`src/rtl/user_word_pkg.sv`:
```
// Shared types for the user-word sequencer: FSM states, latched access mode
// and the 4-bit word count used by both the mapper and the sequencer.
package user_word_pkg;

  typedef enum logic [1:0] {
    ST_IDLE,
    ST_LOAD,
    ST_XFER,
    ST_FIN
  } state_e;

  typedef enum logic [1:0] {
    MODE_SU,
    MODE_EM,
    MODE_ATA,
    MODE_NONE
  } mode_e;

  typedef logic [3:0] cnt_t;

  localparam int CFG_W = 7;

  // Supervisor beats EM emulation, which beats ATA emulation.
  function automatic mode_e pickMode(input logic su, input logic em, input logic ata);
    mode_e m;
    if (su)       m = MODE_SU;
    else if (em)  m = MODE_EM;
    else if (ata) m = MODE_ATA;
    else          m = MODE_NONE;
    return m;
  endfunction

endpackage

```
`src/rtl/user_word_if.sv`:
```
// Request/word handshake bundle between a requester and the user-word sequencer.
interface user_word_if;
  import user_word_pkg::*;

  logic             i_start;
  logic             i_is_su_mode;
  logic             i_is_em_emul;
  logic             i_is_ata_emul;
  logic             i_page;
  logic [CFG_W-1:0] i_cfg;
  logic             i_word_ready;
  logic             i_abort;
  logic             o_word_valid;
  cnt_t             o_word_idx;
  cnt_t             o_word_cnt;
  logic             o_busy;
  logic             o_done;
  logic             o_err;

  modport master (
    output i_start, i_is_su_mode, i_is_em_emul, i_is_ata_emul, i_page, i_cfg,
           i_word_ready, i_abort,
    input  o_word_valid, o_word_idx, o_word_cnt, o_busy, o_done, o_err
  );

  modport slave (
    input  i_start, i_is_su_mode, i_is_em_emul, i_is_ata_emul, i_page, i_cfg,
           i_word_ready, i_abort,
    output o_word_valid, o_word_idx, o_word_cnt, o_busy, o_done, o_err
  );

endinterface

```
`src/rtl/user_word_cnt_calc.sv`:
```
// Maps the latched mode, page and configuration word to the number of user
// words to transfer. Purely combinational.
module user_word_cnt_calc
  import user_word_pkg::*;
(
  input  mode_e            mode_i,
  input  logic             page_i,
  input  logic [CFG_W-1:0] cfg_i,
  output cnt_t             cnt_o
);

  // EM uses the low nibble with an offset of 5; out-of-window values fall back to 3.
  // ATA uses the high field; large fields are capped at 2 words on page 1.
  always_comb begin
    cnt_o = '0;
    case (mode_i)
      MODE_EM: begin
        if ((cfg_i[3:0] >= 4'd5) && (cfg_i[3:0] <= 4'd13)) cnt_o = cfg_i[3:0] - 4'd5;
        else                                               cnt_o = 4'd3;
      end
      MODE_ATA: begin
        case (cfg_i[6:4])
          3'd0, 3'd1: cnt_o = 4'd0;
          3'd2:       cnt_o = 4'd1;
          3'd3:       cnt_o = 4'd2;
          default:    cnt_o = page_i ? 4'd2 : {1'b0, cfg_i[6:4] - 3'd1};
        endcase
      end
      default: cnt_o = 4'd0;
    endcase
  end

endmodule

```
`src/rtl/user_word_seq.sv`:
```
// User-word sequencer: latches a request, presents word indices one at a time
// under a ready handshake, and finishes with a done or error pulse.
module user_word_seq #(
  parameter int TIMEOUT_CYC = 16
) (
  input  logic        i_clk,
  input  logic        i_rst,
  user_word_if.slave  bus
);
  import user_word_pkg::*;

  localparam int TMO_W = $clog2(TIMEOUT_CYC) + 1;
  localparam logic [TMO_W-1:0] TMO_LAST = TMO_W'(TIMEOUT_CYC - 1);

  state_e           state_q;
  mode_e            mode_q;
  logic             page_q;
  logic [CFG_W-1:0] cfg_q;
  cnt_t             wordCnt_q;
  cnt_t             wordIdx_q;
  logic [TMO_W-1:0] tmoCnt_q;
  logic             valid_q;
  logic             busy_q;
  logic             done_q;
  logic             err_q;
  cnt_t             calcCnt;
  logic             handshake;

  user_word_cnt_calc u_cnt_calc (
    .mode_i (mode_q),
    .page_i (page_q),
    .cfg_i  (cfg_q),
    .cnt_o  (calcCnt)
  );

  assign handshake = valid_q & bus.i_word_ready;

  // Request fields are captured only in IDLE, so later input changes cannot
  // disturb a running sequence; the count is resolved from them in LOAD.
  always_ff @(posedge i_clk) begin
    if (i_rst) begin
      state_q   <= ST_IDLE;
      mode_q    <= MODE_NONE;
      page_q    <= 1'b0;
      cfg_q     <= '0;
      wordCnt_q <= '0;
      wordIdx_q <= '0;
      tmoCnt_q  <= '0;
      valid_q   <= 1'b0;
      busy_q    <= 1'b0;
      done_q    <= 1'b0;
      err_q     <= 1'b0;
    end else begin
      done_q <= 1'b0;
      err_q  <= 1'b0;
      case (state_q)
        ST_IDLE: begin
          if (bus.i_start) begin
            mode_q  <= pickMode(bus.i_is_su_mode, bus.i_is_em_emul, bus.i_is_ata_emul);
            page_q  <= bus.i_page;
            cfg_q   <= bus.i_cfg;
            busy_q  <= 1'b1;
            state_q <= ST_LOAD;
          end
        end
        ST_LOAD: begin
          if (bus.i_abort) begin
            err_q   <= 1'b1;
            busy_q  <= 1'b0;
            state_q <= ST_IDLE;
          end else begin
            wordCnt_q <= calcCnt;
            wordIdx_q <= '0;
            tmoCnt_q  <= '0;
            if (calcCnt == '0) begin
              state_q <= ST_FIN;
            end else begin
              valid_q <= 1'b1;
              state_q <= ST_XFER;
            end
          end
        end
        // Abort takes precedence over a coinciding handshake.
        ST_XFER: begin
          if (bus.i_abort) begin
            err_q   <= 1'b1;
            valid_q <= 1'b0;
            busy_q  <= 1'b0;
            state_q <= ST_IDLE;
          end else if (handshake) begin
            tmoCnt_q  <= '0;
            wordIdx_q <= wordIdx_q + 4'd1;
            if (wordIdx_q == wordCnt_q - 4'd1) begin
              valid_q <= 1'b0;
              state_q <= ST_FIN;
            end
          end else if (tmoCnt_q == TMO_LAST) begin
            err_q   <= 1'b1;
            valid_q <= 1'b0;
            busy_q  <= 1'b0;
            state_q <= ST_IDLE;
          end else begin
            tmoCnt_q <= tmoCnt_q + 1'b1;
          end
        end
        ST_FIN: begin
          done_q  <= 1'b1;
          busy_q  <= 1'b0;
          state_q <= ST_IDLE;
        end
        default: state_q <= ST_IDLE;
      endcase
    end
  end

  assign bus.o_word_valid = valid_q;
  assign bus.o_word_idx   = wordIdx_q;
  assign bus.o_word_cnt   = wordCnt_q;
  assign bus.o_busy       = busy_q;
  assign bus.o_done       = done_q;
  assign bus.o_err        = err_q;

endmodule
```
`src/flat_wrapper.sv`:
```
// flat-port wrapper written by rule: the top's interface ports become plain ports
module user_word_seq_flat import user_word_pkg::*;
#(
  parameter int TIMEOUT_CYC = 16
)
  (i_clk, i_rst, bus_i_start, bus_i_is_su_mode, bus_i_is_em_emul, bus_i_is_ata_emul, bus_i_page, bus_i_cfg, bus_i_word_ready, bus_i_abort, bus_o_word_valid, bus_o_word_idx, bus_o_word_cnt, bus_o_busy, bus_o_done, bus_o_err);
  user_word_if bus_i ();
  input  logic i_clk;
  input  logic i_rst;
  input wire logic [$bits(bus_i.i_start)-1:0] bus_i_start;
  input wire logic [$bits(bus_i.i_is_su_mode)-1:0] bus_i_is_su_mode;
  input wire logic [$bits(bus_i.i_is_em_emul)-1:0] bus_i_is_em_emul;
  input wire logic [$bits(bus_i.i_is_ata_emul)-1:0] bus_i_is_ata_emul;
  input wire logic [$bits(bus_i.i_page)-1:0] bus_i_page;
  input wire logic [$bits(bus_i.i_cfg)-1:0] bus_i_cfg;
  input wire logic [$bits(bus_i.i_word_ready)-1:0] bus_i_word_ready;
  input wire logic [$bits(bus_i.i_abort)-1:0] bus_i_abort;
  output wire logic [$bits(bus_i.o_word_valid)-1:0] bus_o_word_valid;
  output wire logic [$bits(bus_i.o_word_idx)-1:0] bus_o_word_idx;
  output wire logic [$bits(bus_i.o_word_cnt)-1:0] bus_o_word_cnt;
  output wire logic [$bits(bus_i.o_busy)-1:0] bus_o_busy;
  output wire logic [$bits(bus_i.o_done)-1:0] bus_o_done;
  output wire logic [$bits(bus_i.o_err)-1:0] bus_o_err;
  assign bus_i.i_start = bus_i_start;
  assign bus_i.i_is_su_mode = bus_i_is_su_mode;
  assign bus_i.i_is_em_emul = bus_i_is_em_emul;
  assign bus_i.i_is_ata_emul = bus_i_is_ata_emul;
  assign bus_i.i_page = bus_i_page;
  assign bus_i.i_cfg = bus_i_cfg;
  assign bus_i.i_word_ready = bus_i_word_ready;
  assign bus_i.i_abort = bus_i_abort;
  assign bus_o_word_valid = bus_i.o_word_valid;
  assign bus_o_word_idx = bus_i.o_word_idx;
  assign bus_o_word_cnt = bus_i.o_word_cnt;
  assign bus_o_busy = bus_i.o_busy;
  assign bus_o_done = bus_i.o_done;
  assign bus_o_err = bus_i.o_err;
  user_word_seq #(.TIMEOUT_CYC(TIMEOUT_CYC)) u_core (.i_clk(i_clk), .i_rst(i_rst), .bus(bus_i));
endmodule
```
`config.mk`:
```
export PLATFORM = sky130hd
export DESIGN_NAME = user_word_seq_flat
export DESIGN_NICKNAME = d
export VERILOG_FILES = /design/src/rtl/user_word_pkg.sv /design/src/rtl/user_word_if.sv /design/src/rtl/user_word_cnt_calc.sv /design/src/rtl/user_word_seq.sv /design/src/flat_wrapper.sv
export SDC_FILE = /design/constraint.sdc
export NUM_CORES = 1
export LEC_CHECK = 0
export CORE_ASPECT_RATIO = 0.7
export CORE_UTILIZATION = 45
export DETAILED_ROUTE_END_ITERATION = 10
export GPL_ROUTABILITY_DRIVEN = 0
export GPL_TIMING_DRIVEN = 0
export MAX_ROUTING_LAYER = met4
export PLACE_DENSITY = 0.72
export SYNTH_ARGS = -nofsm -noshare
export SYNTH_HDL_FRONTEND = slang
export SYNTH_SLANG_ARGS = --single-unit
```
`constraint.sdc`:
```
create_clock -name i_clk -period 5.73 [get_ports i_clk]
set_input_delay 0.8595 -clock i_clk [delete_from_list [all_inputs] [get_ports i_clk]]
set_output_delay 0.8595 -clock i_clk [all_outputs]
set_load 0.05 [all_outputs]
```
==> impl_metrics.yaml <==
setup_path:
  worst-path-buf-inv: 1
  critical_path.top_delay_family: "buffers and inverters"
  cp.arrival_ps: 1580
  cp_max_fo: 5
  worstSetupStartpointType: "register"
  critical_path.slowest_cell: "sky130_fd_sc_hd__clkdlybuf4s50_1"
  crit_path_cell_trace: "clkdlybuf4s50_1"
  worst_setup_path_end_kind: "output port"
  worst-setup-path-type: "reg -> out"
  critical-path-max-stage-delay_ps: 850
  timing.reg2reg.setup_slack_ps: 3590
  critPathRequiredTime_ps: 4870
clock_tree:
  cts_tree: "yes"
  clkTransAtPathRegs_ps: 70
  cts_setup_buffers: 0
  cts_buffer_depth: 2
  number_of_buffers_inserted_during_clock_tree_synthesis: 5
  post_cts_resized: 0
  cts_root_buf: "sky130_fd_sc_hd__clkbuf_8"
  skew_pair_late_insertion_delay_ps: 280
  clock_sink_total: 29
  htree_num_levels: 2
  holdBufCountCts: 0
global_routing:
  grt_util_all_layers_pct: 20.2
  grt_pass1_vias: 1310
  grt_remaining_overflow: 0
  grt_start_max_net_pins: 11
  antenna_found_initial: 0
  global_route_wire_length_before_repair_um: 6170
logic_synthesis:
  synth_sequential_area_ratio_pct: 33.1
  proportion_of_netlist_area_held_by_the_largest_area_contributor_pct: 33.1
  ys_ff_latch: 29
  synthDominantAreaCellType: "sky130_fd_sc_hd__dfxtp_1"
  instance_count_of_the_mapped_netlist: 208
  synth_edf_count: 0
  syn_avg_cell_area_um2: 8.44
  syn_nets: 242
  synth_flop_cell: "sky130_fd_sc_hd__dfxtp_1"
  synth.cell_area_um2: 1760
  ys_warn_count: 0
  async_flop_share_pct: 0
  yosys-top-cells-area: "sky130_fd_sc_hd__dfxtp_1 33%, sky130_fd_sc_hd__ha_1 13%, sky130_fd_sc_hd__nand2_1 6.6%"
  synth_cell_type_count: 44
placement:
  placement.cell_area_um2: 2090
  buffer_ports.inserted: 27
  placedCellCount: 285
  sum_of_net_half_perimeters_after_detailed_placement_um: 2720
final_layout:
  numnets_final: 276
  drive_gt1_share_pct: 7.41
  final_core_util_pct: 60.4
  area_grow_syn2layout_pct: 24.7
  antennaDiodeCount: 0
  final_cell_count_no_fill: 293
  final_area_um2: 2190
worst_hold_path:
  min_path_type: "reg -> reg"
drt:
  route.vias.total: 1523
  routed_wire_length_per_instance_um: 12.6
  sum_of_routed_wire_length_over_all_layers_um: 3680
  vias_per_cell: 5.20
  post_detailed_route_count_of_antenna_violating_nets: 0
  drt_iter0_drc: 58
  number_of_remaining_drc_errors: 0
  drt_pre_antenna_iters: 6
pwr:
  static_leakage_power_nw: 0.841
  max-vdd-ir-drop_v: 0.000145
  power-per-cell-area_nw_per_um2: 238
  finalPower_w: 0.000521
die:
  floorplan.rows: 18
  die-width_um: 76.7
  floorplan.io_pins: 28
  fp.coreArea_um2: 3630
  initial_utilization_pct: 48.4
  dieArea_um2: 4160
  floorplan.die.height_um: 54.3
timing:
  period_needed_ps: 2440
  timing.clock.skew_ps: 5.74
  max_clock_freq_mhz: 410
  rsz0062_at_grt: "no"
  final-max-slew-violation-count: 0
  worst_pin_slew_ps: 591
  slew_headroom_pct: 60.6
  fin_setup_tns_ps: 0
  post-route-period-util_pct: 42.6
  finalHoldViolCount: 0
  setup_viol: 0
job:
  drv.max_cap_violation_count: 0
status:
  status: "complete, no violations"
[cell usage after synthesis, types with 5 or more instances]
cell type	number
sky130_fd_sc_hd__nand2b_1	7
sky130_fd_sc_hd__nand3_1	5
sky130_fd_sc_hd__dfxtp_1	29
sky130_fd_sc_hd__nand2_1	31
sky130_fd_sc_hd__xor2_1	5
sky130_fd_sc_hd__nor2_1	11
sky130_fd_sc_hd__inv_1	14
sky130_fd_sc_hd__o21ai_0	6
sky130_fd_sc_hd__a21oi_1	21
sky130_fd_sc_hd__nor3_1	10
sky130_fd_sc_hd__ha_1	18
[routing by layer]
| metal | vias to the layer above | global-route usage, % | routed length, um |
|---|---|---|---|
| met4 | 0 | 6.73 | 46 |
| met2 | 37 | 29.7 | 1460 |
| met1 | 690 | 27.5 | 2030 |
| met5 | - | - | 0 |
| li1 | 790 | - | - |
| met3 | 6 | 4.50 | 147 |
[through the flow]
step	hold WS, ps	setup WS, ps
2_1_floorplan	460	3620
3_3_place_gp	483	3060
3_5_place_dp	487	3050
4_1_cts	498	3280
5_1_grt	520	3160
6_report	497	3290
[power by group]
part	leakage (nW)	switching, W	internal, W
sequential	0.236	0.0000115	0.000212
combinational	0.551	0.0000615	0.0000471
clock	0.0542	0.0000804	0.000108
total	0.841	0.000153	0.000368
[registers in the layout, indices dropped and copies added (netlist names)]
name / cells
u_core.bus.o_done: 1
u_core.bus.o_word_valid: 1
u_core.bus.o_err: 1
u_core.state_q: 2
u_core.bus.o_busy: 1
u_core.bus.o_word_cnt: 4
u_core.mode_q: 2
u_core.tmoCnt_q: 5
u_core.bus.o_word_idx: 4
u_core.page_q: 1
u_core.cfg_q: 7
[layout make-up]
class / instances / area, um2
clock inverter: 1 / 5.00
buffer: 6 / 53.8
tap: 50 / 62.6
fill: 317 / 1440
sequential: 29 / 581
timing repair buffer: 27 / 270
clock buffer: 7 / 96.3
multi-input combinational: 158 / 1060
inverter: 15 / 56.3
[placed cells by master (no fill, tap or decap), types with 2 or more instances in the layout]
| master | count |
|---|---|
| sky130_fd_sc_hd__nand2_1 | 31 |
| sky130_fd_sc_hd__dfxtp_1 | 29 |
| sky130_fd_sc_hd__clkdlybuf4s50_1 | 27 |
| sky130_fd_sc_hd__a21oi_1 | 21 |
| sky130_fd_sc_hd__ha_1 | 18 |
| sky130_fd_sc_hd__inv_1 | 14 |
| sky130_fd_sc_hd__nor2_1 | 11 |
| sky130_fd_sc_hd__nor3_1 | 10 |
| sky130_fd_sc_hd__clkbuf_8 | 9 |
| sky130_fd_sc_hd__nand2b_1 | 7 |
| sky130_fd_sc_hd__o21ai_0 | 6 |
| sky130_fd_sc_hd__xor2_1 | 5 |
| sky130_fd_sc_hd__nand3_1 | 5 |
| sky130_fd_sc_hd__xnor2_1 | 4 |
| sky130_fd_sc_hd__a31oi_1 | 4 |
| sky130_fd_sc_hd__clkbuf_1 | 3 |
| sky130_fd_sc_hd__mux2i_1 | 3 |
| sky130_fd_sc_hd__nand4_1 | 3 |
| sky130_fd_sc_hd__nor4_1 | 2 |
| sky130_fd_sc_hd__and2_1 | 2 |
| sky130_fd_sc_hd__nor2b_1 | 2 |
| sky130_fd_sc_hd__a211o_1 | 2 |
| sky130_fd_sc_hd__a211oi_1 | 2 |
[kinds of logic after synthesis]
group / after synthesis / share of synthesized area (%)
adders and majority gates: 18 / 12.8
xor gates and xnor gates: 10 / 5.84
buffers and inverters: 21 / 6.27
muxes: 4 / 2.35
and+or+nand+nor: 81 / 22.7
AOI/OAI and AO/OA: 45 / 16.9
DFF: 29 / 33.1
[worst paths after layout]
check | start | to | depth (start not counted)
hold / removal | u_core.cfg_q[1]$_SDFFE_PP0P_ | u_core.cfg_q[1]$_SDFFE_PP0P_ | 2
setup reg to reg | u_core.cfg_q[4]$_SDFFE_PP0P_ | u_core.state_q[0]$_SDFFE_PP0P_ | 8
hold reg to reg | u_core.cfg_q[1]$_SDFFE_PP0P_ | u_core.cfg_q[1]$_SDFFE_PP0P_ | 2
setup / recovery | u_core.bus.o_word_idx[0]$_SDFFE_PP0P_ | bus_o_word_idx[0] | 1
(Power assumes the default switching activity.)
